## config.mk

```make
export PLATFORM = sky130hd
export DESIGN_NAME = uart_rx_param_flat
export DESIGN_NICKNAME = d
export VERILOG_FILES = /design/src/rtl/uart_rx_param_if.sv /design/src/rtl/uart_rx_param.sv /design/src/flat_wrapper.sv
export SDC_FILE = /design/constraint.sdc
export NUM_CORES = 1
export LEC_CHECK = 0
export CORE_ASPECT_RATIO = 1.2
export CORE_UTILIZATION = 58
export CTS_CLUSTER_DIAMETER = 80
export CTS_CLUSTER_SIZE = 30
export DETAILED_ROUTE_END_ITERATION = 8
export PLACE_DENSITY = 0.82
export SLEW_MARGIN = 10
export SYNTH_ARGS = -nofsm -noshare
export SYNTH_HDL_FRONTEND = slang
export SYNTH_SLANG_ARGS = --single-unit
```

## constraint.sdc

```tcl
create_clock -name clk -period 2.52 [get_ports clk]
set_input_delay 0.756 -clock clk [delete_from_list [all_inputs] [get_ports clk]]
set_output_delay 0.756 -clock clk [all_outputs]
set_load 0.005 [all_outputs]
```

## src/rtl/uart_rx_param_if.sv

```systemverilog
// Receiver-side bundle: the serial input plus the delivered word, strobe,
// error pulses and busy flag. The receiver uses the master view, the byte
// consumer the slave view.
interface uart_rx_param_if #(
  parameter int DATA_BITS = 8
);
  logic                 RX;
  logic [DATA_BITS-1:0] data_out;
  logic                 en_data_out;
  logic                 parity_err;
  logic                 frame_err;
  logic                 busy;

  modport master (
    input  RX,
    output data_out,
    output en_data_out,
    output parity_err,
    output frame_err,
    output busy
  );

  modport slave (
    output RX,
    input  data_out,
    input  en_data_out,
    input  parity_err,
    input  frame_err,
    input  busy
  );
endinterface

```

## src/rtl/uart_rx_param.sv

```systemverilog
// Parametrised UART receiver: configurable bit period, data width and parity.
// Validates the start bit at mid-bit, samples every following bit at its centre,
// and reports stop/parity errors as one-cycle pulses. After reset or a framing
// error the line must stay high for IDLE_BITS bit-times before a start is accepted.
module uart_rx_param #(
  parameter int CLKS_PER_BIT = 5000,
  parameter int DATA_BITS    = 8,
  parameter int PARITY       = 0,
  parameter int IDLE_BITS    = 12
) (
  input logic             clk,
  input logic             res,
  uart_rx_param_if.master bus
);

  localparam int IDLE_CNT = CLKS_PER_BIT * IDLE_BITS;
  localparam int CNT_W    = $clog2(IDLE_CNT + 1);
  localparam int HALF     = CLKS_PER_BIT / 2;
  localparam int IDX_W    = $clog2(DATA_BITS);

  localparam logic [CNT_W-1:0] IDLE_LAST = CNT_W'(IDLE_CNT - 1);
  localparam logic [CNT_W-1:0] HALF_LAST = CNT_W'(HALF - 1);
  localparam logic [CNT_W-1:0] BIT_LAST  = CNT_W'(CLKS_PER_BIT - 1);
  localparam logic [IDX_W-1:0] IDX_LAST  = IDX_W'(DATA_BITS - 1);

  typedef enum logic [2:0] {
    WAIT_IDLE,
    IDLE,
    START,
    DATA,
    PAR_BIT,
    STOP
  } state_t;

  state_t               state, state_n;
  logic [CNT_W-1:0]     cnt, cnt_n;
  logic [IDX_W-1:0]     bit_idx, idx_n;
  logic [DATA_BITS-1:0] shift_q, shift_n;
  logic [DATA_BITS-1:0] data_q, data_n;
  logic                 perr_q, perr_n;
  logic                 busy_q, busy_n;
  logic                 en_q, en_n;
  logic                 pe_q, pe_n;
  logic                 fe_q, fe_n;
  logic                 rx_meta, rx_s, rx_d;
  logic                 exp_par;

  // Odd mode expects the bit that makes the total count of ones odd.
  assign exp_par = (PARITY == 1) ? ~^shift_q : ^shift_q;

  // Two-flop synchroniser for the pad input plus one delay flop for edge detection.
  always_ff @(posedge clk or negedge res) begin
    if (!res) begin
      rx_meta <= 1'b1;
      rx_s    <= 1'b1;
      rx_d    <= 1'b1;
    end else begin
      rx_meta <= bus.RX;
      rx_s    <= rx_meta;
      rx_d    <= rx_s;
    end
  end

  // State, counters, shift register and registered outputs.
  always_ff @(posedge clk or negedge res) begin
    if (!res) begin
      state   <= WAIT_IDLE;
      cnt     <= '0;
      bit_idx <= '0;
      shift_q <= '0;
      data_q  <= '0;
      perr_q  <= 1'b0;
      busy_q  <= 1'b0;
      en_q    <= 1'b0;
      pe_q    <= 1'b0;
      fe_q    <= 1'b0;
    end else begin
      state   <= state_n;
      cnt     <= cnt_n;
      bit_idx <= idx_n;
      shift_q <= shift_n;
      data_q  <= data_n;
      perr_q  <= perr_n;
      busy_q  <= busy_n;
      en_q    <= en_n;
      pe_q    <= pe_n;
      fe_q    <= fe_n;
    end
  end

  // Next-state logic: bit timing, sampling and end-of-frame decisions.
  always_comb begin
    state_n = state;
    cnt_n   = cnt;
    idx_n   = bit_idx;
    shift_n = shift_q;
    data_n  = data_q;
    perr_n  = perr_q;
    busy_n  = busy_q;
    en_n    = 1'b0;
    pe_n    = 1'b0;
    fe_n    = 1'b0;

    case (state)
      WAIT_IDLE: begin
        busy_n = 1'b0;
        if (!rx_s) begin
          cnt_n = '0;
        end else if (cnt == IDLE_LAST) begin
          cnt_n   = '0;
          state_n = IDLE;
        end else begin
          cnt_n = cnt + CNT_W'(1);
        end
      end

      IDLE: begin
        busy_n = 1'b0;
        cnt_n  = '0;
        if (rx_d && !rx_s) begin
          state_n = START;
          busy_n  = 1'b1;
        end
      end

      START: begin
        if (cnt == HALF_LAST) begin
          cnt_n = '0;
          if (rx_s) begin
            state_n = IDLE;
            busy_n  = 1'b0;
          end else begin
            state_n = DATA;
            idx_n   = '0;
            perr_n  = 1'b0;
          end
        end else begin
          cnt_n = cnt + CNT_W'(1);
        end
      end

      DATA: begin
        if (cnt == BIT_LAST) begin
          cnt_n   = '0;
          shift_n = {rx_s, shift_q[DATA_BITS-1:1]};
          if (bit_idx == IDX_LAST) begin
            state_n = (PARITY != 0) ? PAR_BIT : STOP;
          end else begin
            idx_n = bit_idx + IDX_W'(1);
          end
        end else begin
          cnt_n = cnt + CNT_W'(1);
        end
      end

      PAR_BIT: begin
        if (cnt == BIT_LAST) begin
          cnt_n   = '0;
          perr_n  = (rx_s != exp_par);
          state_n = STOP;
        end else begin
          cnt_n = cnt + CNT_W'(1);
        end
      end

      STOP: begin
        if (cnt == BIT_LAST) begin
          cnt_n  = '0;
          busy_n = 1'b0;
          if (rx_s) begin
            state_n = IDLE;
            if (perr_q) begin
              pe_n = 1'b1;
            end else begin
              en_n   = 1'b1;
              data_n = shift_q;
            end
          end else begin
            state_n = WAIT_IDLE;
            fe_n    = 1'b1;
            pe_n    = perr_q;
          end
        end else begin
          cnt_n = cnt + CNT_W'(1);
        end
      end

      default: begin
        state_n = WAIT_IDLE;
        cnt_n   = '0;
        busy_n  = 1'b0;
      end
    endcase
  end

  assign bus.data_out    = data_q;
  assign bus.en_data_out = en_q;
  assign bus.parity_err  = pe_q;
  assign bus.frame_err   = fe_q;
  assign bus.busy        = busy_q;

endmodule

```

## src/flat_wrapper.sv

```systemverilog
// flat-port wrapper written by rule: the top's interface ports become plain ports
module uart_rx_param_flat 
#(
  parameter int CLKS_PER_BIT = 5000,
  parameter int DATA_BITS    = 8,
  parameter int PARITY       = 0,
  parameter int IDLE_BITS    = 12
)
  (clk, res, bus_RX, bus_data_out, bus_en_data_out, bus_parity_err, bus_frame_err, bus_busy);
  uart_rx_param_if #(.DATA_BITS(DATA_BITS)) bus_i ();
  input logic clk;
  input logic res;
  input wire logic [$bits(bus_i.RX)-1:0] bus_RX;
  output wire logic [$bits(bus_i.data_out)-1:0] bus_data_out;
  output wire logic [$bits(bus_i.en_data_out)-1:0] bus_en_data_out;
  output wire logic [$bits(bus_i.parity_err)-1:0] bus_parity_err;
  output wire logic [$bits(bus_i.frame_err)-1:0] bus_frame_err;
  output wire logic [$bits(bus_i.busy)-1:0] bus_busy;
  assign bus_i.RX = bus_RX;
  assign bus_data_out = bus_i.data_out;
  assign bus_en_data_out = bus_i.en_data_out;
  assign bus_parity_err = bus_i.parity_err;
  assign bus_frame_err = bus_i.frame_err;
  assign bus_busy = bus_i.busy;
  uart_rx_param #(.CLKS_PER_BIT(CLKS_PER_BIT), .DATA_BITS(DATA_BITS), .PARITY(PARITY), .IDLE_BITS(IDLE_BITS)) u_core (.clk(clk), .res(res), .bus(bus_i));
endmodule
```

; Yosys cells after proc, flatten, opt, wreduce, memory -nomap -nowiden
; Cells that the tools add are included.
[word_totals]
register_bits = 46
out_inout_bits = 12
in_bits = 3
wordCells = 93
[classes]
mux = 41
reduce_logical = 14
eq_ne = 21
bitwise = 2
n_addsub = 2
[ops]
columns = operator, n
row1 = 2-to-1 mux 16 bit, 4
row2 = one-hot mux 16 bit (3 select lines), 1
row3 = 2-to-1 mux 3 bit, 12
row4 = 2-to-1 mux 1 bit, 19
row5 = "!= test 2 x 1 -> 1 bit, second input constant", 9
row6 = one-hot mux 3 bit (6 select lines), 1
row7 = "adder 16 x 1 -> 16 bit, second input constant", 1
row8 = "equality test 16 x 12 -> 1 bit, second input constant", 1
row9 = "equality test 16 x 13 -> 1 bit, second input constant", 1
row10 = "equality test 16 bit, second input constant", 1
row11 = AND reduction 4 bit, 3
row12 = "equality test 3 bit, second input constant", 3
row13 = AND reduction 8 bit, 1
row14 = parity 8 bit, 1
row15 = "equality test 3 x 2 -> 1 bit, second input constant", 2
row16 = one-hot mux 3 bit (2 select lines), 1
row17 = AND reduction 5 bit, 1
row18 = "!= test 2 bit, second input constant", 2
row19 = one-hot mux 1 bit (4 select lines), 1
row20 = nonzero test 2 bit, 2
row21 = "adder 3 x 1 -> 3 bit, second input constant", 1
row22 = "equality test 3 x 1 -> 1 bit, second input constant", 1
row23 = logical NOT 3 bit, 1
row24 = OR reduction 3 bit, 1
row25 = 8 further kinds, 9

; Logic depth before layout (Yosys ltp)
; Gate-level depths: netlist of the first run.
[depth]
ltp_word = 4
ltp_mapped = 9
mapped_depth_nobuf = 6

; Worst setup path before layout of the first run
; OpenSTA, ideal clock, no wires.
[synth_path]
path_type = reg2reg
startpoint = register u_core.cnt[0]
endpoint = register u_core.cnt[11]
setup_time_ns = 0.119
synth_period_minus_slack_ns = 2.233
required_time_ns = 2.401
path_slack_ns = 0.287
stages_incl_launch_ff = 9
n_path_buf = 2
arrival_ns = 2.114
path_cell_list = dfrtp_1 ha_1 or4bb_1 or4_4 a2bb2oi_2 and2_1 buf_4 buf_6 nor2_1
[synth_between]
elab_chain_len = 4
elab_cells_between_ends = 9
classes_between = 1 x add/sub / 3 x eq/ne / 5 x mux
[synth_rtl]
columns = item, line
row1 = from (decl), uart_rx_param.sv:36  ; logic [CNT_W-1:0] cnt, cnt_n;
row2 = from (signal assigned), uart_rx_param.sv:79  ; cnt <= cnt_n;
row3 = adder 16 x 1 -> 16 bit / equality test 16 bit (equally long branches), n/a
row4 = 2-to-1 mux 16 bit, uart_rx_param.sv:109  ; end else if (cnt == IDLE_LAST) begin
row5 = 2-to-1 mux 16 bit, uart_rx_param.sv:107  ; if (!rx_s) begin
row6 = one-hot mux 16 bit (3 select lines) (*), uart_rx_param.sv:104  ; case (state)
row7 = named net u_core.cnt_n[11], uart_rx_param.sv:36
; Mark *: on every way through the listed nets, which the timed path passes. The rest lies on a longest branch.
; A chain may end at the register's enable or synchronous reset.

; Final worst setup path of the first run
[layout_path]
startpoint = register u_core.cnt[4]
endpoint = register u_core.data_q[7], in the netlist u_core.bus.data_out[7]
[layout_between]
elab_chain_len = 2
[layout_rtl]
columns = item, line
row1 = equality test 16 x 13 -> 1 bit, uart_rx_param.sv:167  ; if (cnt == BIT_LAST) begin
row2 = AND reduction 4 bit (no source line), n/a
row3 = to (signal assigned), uart_rx_param.sv:82  ; data_q <= data_n;
row4 = to (decl), uart_rx_param.sv:39  ; logic [DATA_BITS-1:0] data_q, data_n;
; No other way between the ends.

==> reports/metrics.csv, run 1 <==
stage,metric,value,unit
status,outcome,"complete, no violations",
floorplanning,die_w,60.0,µm
sta,hold_violations,0,
placed_design,gp_congestion,0.869,
sta,slew_violations,0,
sta,rsz0062_at_grt,false,
sta,clock_skew,0.00999,ns
clock_network,htree_levels,2,
clock_network,cts.sinks,46,
logic_synthesis,async_flop_share,100,%
critical_path,path_class,reg -> reg,
power,power.density,502,nW/µm²
grt,grt_max_degree,36,
routing,vias_per_cell,5.71,
placed_design,dp_cells,276,
logic_synthesis,syn_nets,219,
routing,drt_first_pass_iters,4,
final_layout,layout-drive-gt1-share,19.0,%
sta,setup_ws,0.165,ns
logic_synthesis,avgSynthCellArea,11.0,µm²
grt,track_usage,22.8,%
clock_network,cts_tree,yes,
floorplanning,initial_utilization,62.3,%
power,p_leak,0.00116,µW
floorplanning,die_h,71.5,µm
logic_synthesis,synthCells,213,
critical_path,cp-end-kind,register,
logic_synthesis,ys_top_cells_by_area,"dfrtp_1, mux2_2, xnor2_1",
final_layout,antennaDiodeCount,0,
logic_synthesis,synth_edf_count,0,
flow_run,drv_cap,0,
clock_network,root_buffer,clkbuf_8,
logic_synthesis,synthFlopType,dfrtp_1,
final_layout,fin_util,70.6,%
routing,num_vias,1622,
final_layout,final_nets,237,
placed_design,place_ws,0.121,ns
critical_path,crit_fanout,8,
logic_synthesis,netlist_area,2340,µm²
floorplanning,io_pins,15,
grt,grt_pass1_vias,1596,
routing,wl,4.25,mm
final_layout,stdcell_count,284,
critical_path,crit_arrival,2.54,ns
clock_network,numCtsBuffers,5,
placed_design,hpwl,2.99,mm
sta,finalSetupTns,0,ns
routing,drc_errors,0,
floorplanning,floorplan.rows,24,
sta,slew_headroom,48.7,%
sta,timing.final.crit_share,93.4,%
grt,grt_pass1_wl,7.24,mm
power,vdd_drop_max,0.302,mV
min_path,hp-class,reg -> reg,
logic_synthesis,yosysWarnings,0,
critical_path,crit_chain,or4_4 -> nor4_2 -> and3_2 -> nand4_4 -> mux2_2,
grt,grt_overflow_total,0,
routing,drt_iter0_drc,54,
critical_path,crit_slowest_cell,or4_4,
clock_network,clk_pin_slew_worst_paths,0.08,ns
logic_synthesis,yosys.area.top_type,dfrtp_1,
logic_synthesis,ys_ff_latch,46,
routing,ant_nets,0,
sta,setup_viol_count_final,0,
floorplanning,dieArea,4290,µm²
clock_network,post_cts_buffers,0,
sta,tightest_slew,0.770,ns
routing,routedWlPerCell,15.0,µm
critical_path,cpPeakStageDelay,0.59,ns
critical_path,startpoint_type,register,
grt,antenna_found_initial,0,
logic_synthesis,synth_top_area_share,46.0,%
clock_network,cts_max_path_buffers,2,
clock_network,insertion_delay,0.30,ns
logic_synthesis,yosysUniqueCellTypes,46,
floorplanning,core-area,3750,µm²
logic_synthesis,ys_seq_area_share,49.4,%
placed_design,port_buffers,14,
final_layout,area_growth_syn_to_layout,13.4,%
sta,fmax,425,MHz
critical_path,required,2.70,ns
sta,period_needed,2.35,ns
final_layout,fillers,269,
==> per-layer routing <==
| layer | vias up | part of all wire (%) | track usage [%] |
|---|---|---|---|
| met5 | - | 0 | 0 |
| met4 | 0 | 1.9 | 11.4 |
| met3 | 9 | 3.4 | 5.23 |
| met2 | 41 | 51 | 37.3 |
| met1 | 786 | 44 | 28.0 |
| li1 | 786 | - | - |
==> cell type report <==
type | count | area [µm²] | area share (%)
clock buffer | 6 | 72.6 | 2.74
timing repair buffer | 21 | 188 | 7.08
multi-input combinational | 154 | 1120 | 42.3
sequential | 46 | 1150 | 43.6
clock inverter | 2 | 37.5 | 1.42
inverter | 3 | 11.3 | 0.425
tap | 52 | 65.1 | 2.45
==> cell usage in the layout, fill, tap and decap left out, drive strengths merged, types with 5 or more instances in the layout <==
cell           count
nand3              7
clkbuf             6
nor3               6
mux2              17
buf                8
clkdlybuf4s50     13
nand2             13
nor2              23
o21ai              5
xor2               8
xnor2             15
dfrtp             43
and3               8
==> path summary, 6_finish.rpt <==
kind | startpoint | to | slack (ns) | cells past startpoint
worst min register to register | u_core.rx_meta | u_core.rx_s | 0.36 | 0
worst max-delay path | u_core.cnt[4] | u_core.bus.data_out[7] | 0.17 | 5
worst max register to register | u_core.cnt[4] | u_core.bus.data_out[7] | 0.17 | 5
max in group asynchronous | res | u_core.cnt[12] | 1.38 | 2
min in group asynchronous | res | u_core.state[1] | 0.52 | 1
worst min-delay path | u_core.rx_meta | u_core.rx_s | 0.36 | 0
==> power breakdown <==
group	internal [µW]	leakage (µW)	switching [µW]
Clock	296	0.0000514	244
Combinational	13.0	0.000476	23.9
Sequential	746	0.000630	7.91
Total	1050	0.00116	276
==> sequential cells by signal (all words and copies together) (netlist names), 3 cells and up <==
signal / flops
u_core.state: 3
u_core.shift_q: 8
u_core.bus.data_out: 8
u_core.bit_idx: 3
u_core.cnt: 16
==> critical path: cells and delay by family, from the launching register on <==
family / cells / cell delay, ns
DFF: 1 / 0.44
muxes: 1 / 0.33
and+or+nand+nor: 4 / 1.47
==> cells by family (layout without fill, tap and decap cells) <==
logic type,after synthesis,count (layout),share of synthesized area [%]
buffers and inverters,13,32,2.73
xor gates and xnor gates,23,23,8.62
and+or+nand+nor,88,88,22.0
DFF,46,46,49.4
AOI/OAI and AO/OA,19,19,5.73
adders and majority gates,3,3,1.61
muxes,21,21,9.90
==> synth_stat cells (2+ instances only) <==
master / count
dfstp_2: 3
and3_1: 8
nand2b_1: 2
nor2b_1: 4
inv_1: 2
a21oi_1: 4
mux2i_1: 4
nor2_1: 23
nand2_1: 12
nor3_1: 6
buf_4: 2
nand3_1: 7
or4bb_1: 2
nand4_1: 3
o2bb2ai_1: 2
and2_1: 3
or4_4: 2
o21ai_0: 4
clkbuf_1: 6
nor4_1: 2
xnor2_1: 15
nand4b_1: 3
o211ai_1: 2
mux2_2: 17
nor4b_1: 2
xor2_1: 8
nor4bb_1: 2
ha_1: 3
dfrtp_1: 43
==> timing repair <==
item / 4_1_cts / 5_1_grt
hold buffers: 0 / 0
gates resized for setup: 0 / 2
setup endpoints to repair: 0 / 13
==> stage by stage <==
stage	hold WS, ns	power (µW)	cell area (µm²)
finish	0.358	1330	2650
global placement	0.347	805	2540
global route	0.360	1380	2650
floorplan	0.345	784	2340
CTS	0.359	1350	2650
detailed placement	0.347	806	2540
(Power assumes the default switching activity.)
==> run 2, diff against run 1 <==
CORE_UTILIZATION = 40   (was 58)
PLACE_DENSITY = 0.62   (was 0.82)
==> reports/metrics.csv, run 2 (same netlist as run 1, synthesis figures left out) <==
stage,metric,value,unit,change
status,outcome,"complete, no violations",,
clock_network,post_cts_buffers,0,,unchanged
placed_design,place_area,2570,µm²,+1.4%
critical_path,cp-end-kind,register,,
power,power.density,499,nW/µm²,-0.53%
placed_design,hpwl,3.06,mm,+2.1%
floorplanning,initial_utilization,41.5,%,-21 points
critical_path,crit_slowest_cell,or4_4,,
clock_network,root_buffer,clkbuf_8,,
routing,drt_iter0_drc,74,,+37%
clock_network,clk_pin_slew_worst_paths,0.09,ns,about the same
sta,hold_violations,0,,unchanged
floorplanning,io_pins,15,,unchanged
sta,period_needed,2.36,ns,+0.000440 ns
placed_design,port_buffers,14,,unchanged
grt,grt_max_degree,27,,-25%
sta,rsz0062_at_grt,false,,
critical_path,required,2.71,ns,about the same
critical_path,path_class,reg -> reg,,
final_layout,stdcell_count,297,,+4.6%
critical_path,startpoint_type,register,,
routing,ant_nets,0,,unchanged
final_layout,final_nets,238,,+0.42%
flow_run,drv_cap,0,,unchanged
sta,slew_violations,0,,unchanged
grt,track_usage,15.4,%,-7.5 points
floorplanning,floorplan.rows,30,,+25%
grt,antenna_found_initial,0,,unchanged
clock_network,cts.sinks,46,,unchanged
routing,num_vias,1597,,-1.5%
sta,slew_headroom,59.9,%,+11 points
clock_network,htree_levels,2,,unchanged
sta,tightest_slew,0.602,ns,-0.168 ns
power,finalPower,1340,µW,+0.78%
sta,finalSetupTns,0,ns,unchanged
sta,clock_skew,0.00934,ns,-0.000655 ns
final_layout,largest_register_ff_count,16,,unchanged
routing,drt_first_pass_iters,4,,unchanged
clock_network,cts_resized,0,,unchanged
sta,timing.final.crit_share,93.5,%,about the same
final_layout,fin_area,2690,µm²,+1.3%
critical_path,crit_fanout,8,,unchanged
final_layout,layout_commonest_cell,dfrtp_1,,
final_layout,layout-drive-gt1-share,18.9,%,-0.081 points
routing,routedWlPerCell,14.2,µm,-5.3%
power,p_leak,0.00117,µW,+1.1%
sta,setup_viol_count_final,0,,unchanged
clock_network,postCtsHoldBufs,0,,unchanged
critical_path,cpPeakStageDelay,0.58,ns,about the same
final_layout,antennaDiodeCount,0,,unchanged
sta,fmax,425,MHz,about the same
final_layout,regMostFlops,u_core.cnt,,
routing,drc_errors,0,,unchanged
floorplanning,core-area,5630,µm²,+50%
grt,grt_pass1_vias,1560,,-2.3%
grt,grt_overflow_total,0,,unchanged
clock_network,cts_max_path_buffers,2,,unchanged
min_path,hp-class,reg -> reg,,
floorplanning,die_h,85.7,µm,+20%
clock_network,insertion_delay,0.30,ns,about the same
routing,wl,4.21,mm,-0.99%
clock_network,numCtsBuffers,5,,unchanged
clock_network,cts_tree,yes,,
floorplanning,dieArea,6150,µm²,+43%
critical_path,crit_arrival,2.55,ns,about the same
grt,grt_pass1_wl,7.41,mm,+2.4%
final_layout,area_growth_syn_to_layout,14.9,%,
floorplanning,die_w,71.8,µm,+20%
critical_path,crit_chain,or4_4 -> nor4_2 -> and3_1 -> nand4_4 -> mux2_2,,
placed_design,gp_congestion,0.831,,-4.3%
power,vdd_drop_max,0.255,mV,-16%
final_layout,final_cell_mix,"dfrtp_1, nor2_1, mux2_2",,
placed_design,dp_cells,289,,+4.7%
routing,vias_per_cell,5.38,,-5.9%
run 2: changes by cell type in the layout (fill, tap and decap cells not counted), sizes merged:
cell | before | now
clkbuf | 6 | 5
buf | 8 | 9
clkinvlp | 1 | 2
run 2: final timing paths:
| kind | to | slack [ns] | from | cells after the start |
|---|---|---|---|---|
| worst max-delay path | u_core.bus.data_out[7] | 0.16 | u_core.cnt[4] | 5 |
| worst min-delay path | u_core.rx_s | 0.36 | u_core.rx_meta | 0 |
| worst max register to register | u_core.bus.data_out[7] | 0.16 | u_core.cnt[4] | 5 |
| worst min register to register | u_core.rx_s | 0.36 | u_core.rx_meta | 0 |
| max in group asynchronous | u_core.rx_d | 1.46 | res | 2 |
| min in group asynchronous | u_core.bus.data_out[5] | 0.45 | res | 1 |
run 2: worst max-delay path: cells and delay by family (launching register included):
| family | cells | cell delay (ns) |
|---|---|---|
| and+or+nand+nor | 4 | 1.48 |
| muxes | 1 | 0.33 |
| DFF | 1 | 0.43 |
run 2: per-layer routing:
layer,global-route usage (%),part of all wire [%]
met1,20.0,47
met2,24.6,49
met3,3.64,2.7
met4,6.42,1.5
met5,0,0
run 2: through the flow:
step	hold slack, ns	setup WS, ns	utilization [%]
6_report	0.359	0.165	47.7
5_1_grt	0.369	0.0555	47.7
4_1_cts	0.361	0.157	47.7
3_5_place_dp	0.349	0.148	45.7
3_3_place_gp	0.347	0.216	45.7
2_1_floorplan	0.345	0.287	-
run 2: layout make-up:
class	instances	area [µm²]
clock inverter	3	45.0
multi-input combinational	154	1120
sequential	46	1150
timing repair buffer	22	208
tap	64	80.1
clock buffer	5	68.8
inverter	3	11.3
fill	533	2940
run 2: power by group:
group	internal [µW]	switching, µW
Sequential	746	7.72
Combinational	14.7	24.4
Clock	295	254
Total	1060	286
==> run 3, diff against run 2 <==
RECOVER_POWER = 25   (was unset)
==> reports/metrics.csv, run 3 (same netlist as run 1, synthesis figures left out) <==
stage,metric,value,unit,change
status,outcome,"complete, no violations",,
clock_network,cts.sinks,46,,unchanged
sta,period_needed,2.37,ns,+0.0131 ns
clock_network,cts_max_path_buffers,2,,unchanged
sta,fmax,422,MHz,-0.55%
placed_design,place_ws,0.148,ns,unchanged
sta,tightest_slew,1.44,ns,+0.840 ns
grt,grt_max_degree,27,,unchanged
sta,hold-worst-slack,0.365,ns,+0.00563 ns
routing,drt_iter0_drc,76,,+2.7%
critical_path,path_delay_family,simple AND/OR/NAND/NOR gates,,
final_layout,layout-drive-gt1-share,18.0,%,-0.86 points
floorplanning,initial_utilization,41.5,%,unchanged
clock_network,root_buffer,clkbuf_8,,
floorplanning,core-area,5630,µm²,unchanged
final_layout,stdcell_count,297,,unchanged
grt,grt_overflow_total,0,,unchanged
final_layout,regMostFlops,u_core.cnt,,
clock_network,clk_pin_slew_worst_paths,0.09,ns,about the same
flow_run,drv_cap,0,,unchanged
critical_path,crit_slowest_cell,or4_4,,
sta,finalSetupTns,0,ns,unchanged
clock_network,post_cts_buffers,0,,unchanged
final_layout,layout_commonest_cell,dfrtp_1,,
clock_network,numCtsBuffers,5,,unchanged
sta,setup_viol_count_final,0,,unchanged
floorplanning,floorplan.rows,30,,unchanged
final_layout,fillers,534,,+0.19%
placed_design,hpwl,3.06,mm,unchanged
final_layout,largest_register_ff_count,16,,unchanged
critical_path,startpoint_type,register,,
sta,setup_ws,0.152,ns,-0.0131 ns
routing,drt_first_pass_iters,4,,unchanged
critical_path,required,2.71,ns,about the same
final_layout,regArea,1150,µm²,unchanged
routing,wl,4.20,mm,about the same
critical_path,crit_chain,or4_4 -> nor4_2 -> and3_1 -> nand4_4 -> mux2_2,,
power,comb_power_share,2.9,%,about the same
clock_network,htree_levels,2,,unchanged
clock_network,insertion_delay,0.30,ns,about the same
sta,slew_headroom,3.85,%,-56 points
final_layout,multi_input_area,1120,µm²,unchanged
critical_path,critPathBufInv,0,,unchanged
final_layout,final_cell_mix,"dfrtp_1, nor2_1, mux2_2",,
sta,clock_skew,0.00709,ns,-0.00225 ns
sta,timing.final.crit_share,94.0,%,+0.52 points
power,finalPower,1340,µW,about the same
power,p_leak,0.00117,µW,-0.26%
critical_path,cpPeakStageDelay,0.58,ns,about the same
min_path,hp-class,reg -> reg,,
routing,drc_errors,0,,unchanged
grt,grt_pass1_vias,1560,,unchanged
placed_design,port_buffers,14,,unchanged
clock_network,cts_tree,yes,,
power,p_seq_share,56.1,%,about the same
placed_design,dp_cells,289,,unchanged
placed_design,gp_congestion,0.831,,unchanged
final_layout,final_nets,238,,unchanged
floorplanning,io_pins,15,,unchanged
sta,slew_violations,0,,unchanged
critical_path,cp-end-kind,register,,
power,netSwitchingFraction,21.4,%,+0.072 points
grt,antenna_found_initial,0,,unchanged
clock_network,cts_resized,0,,unchanged
floorplanning,dieArea,6150,µm²,unchanged
routing,routedWlPerCell,14.2,µm,about the same
routing,ant_nets,0,,unchanged
power,vdd_drop_max,0.254,mV,about the same
power,power.share.clock,41.0,%,about the same
critical_path,crit_fanout,8,,unchanged
critical_path,path_class,reg -> reg,,
power,internal-power,1050,µW,about the same
final_layout,antennaDiodeCount,0,,unchanged
final_layout,area_growth_syn_to_layout,14.9,%,about the same
sta,hold_violations,0,,unchanged
critical_path,crit_arrival,2.56,ns,about the same
power,switchingPower,287,µW,+0.35%
routing,num_vias,1598,,+0.063%
grt,track_usage,15.4,%,unchanged
floorplanning,die_w,71.8,µm,unchanged
power,power.density,500,nW/µm²,about the same
routing,vias_per_cell,5.38,,about the same
floorplanning,die_h,85.7,µm,unchanged
sta,rsz0062_at_grt,false,,
clock_network,postCtsHoldBufs,0,,unchanged
grt,grt_pass1_wl,7.41,mm,unchanged
==> run 3: final cells by class <==
type,count,share of cell area (%)
multi-input combinational,154,41.7
clock buffer,5,2.56
sequential,46,43.0
inverter,3,0.419
timing repair buffer,22,7.69
clock inverter,3,1.68
tap,64,2.98
==> run 3: power groups by stage <==
stage	Sequential, µW	Clock, µW	Combinational [µW]
after floorplan	764	0	19.5
after global placement	768	0	40.6
after detailed placement	768	0	40.6
after CTS	754	573	40.9
after global routing	755	599	45.1
final	753	550	38.6
==> run 3: path summary, 6_finish.rpt <==
kind / cells after the start / startpoint / end / slack (ns)
min: 0 / u_core.rx_meta / u_core.rx_s / 0.36
max reg2reg: 5 / u_core.cnt[4] / u_core.bus.data_out[7] / 0.15
max: 5 / u_core.cnt[4] / u_core.bus.data_out[7] / 0.15
max in group asynchronous: 2 / res / u_core.rx_d / 0.89
min in group asynchronous: 1 / res / u_core.bus.data_out[5] / 0.77
min reg2reg: 0 / u_core.rx_meta / u_core.rx_s / 0.36
==> run 3: layer usage <==
layer  track usage, %  vias to the layer above  wire (µm)
li1                 -                      795          -
met2             24.6                       23       2040
met4             6.42                        0         65
met1             20.0                      774       1970
met3             3.64                        6        124
met5                0                        -          0
==> run 3: per-stage QoR <==
stage | util [%] | cell area (µm²)
2_1_floorplan | - | 2340
3_3_place_gp | 45.7 | 2570
3_5_place_dp | 45.7 | 2570
4_1_cts | 47.7 | 2690
5_1_grt | 47.7 | 2690
6_report | 47.7 | 2690
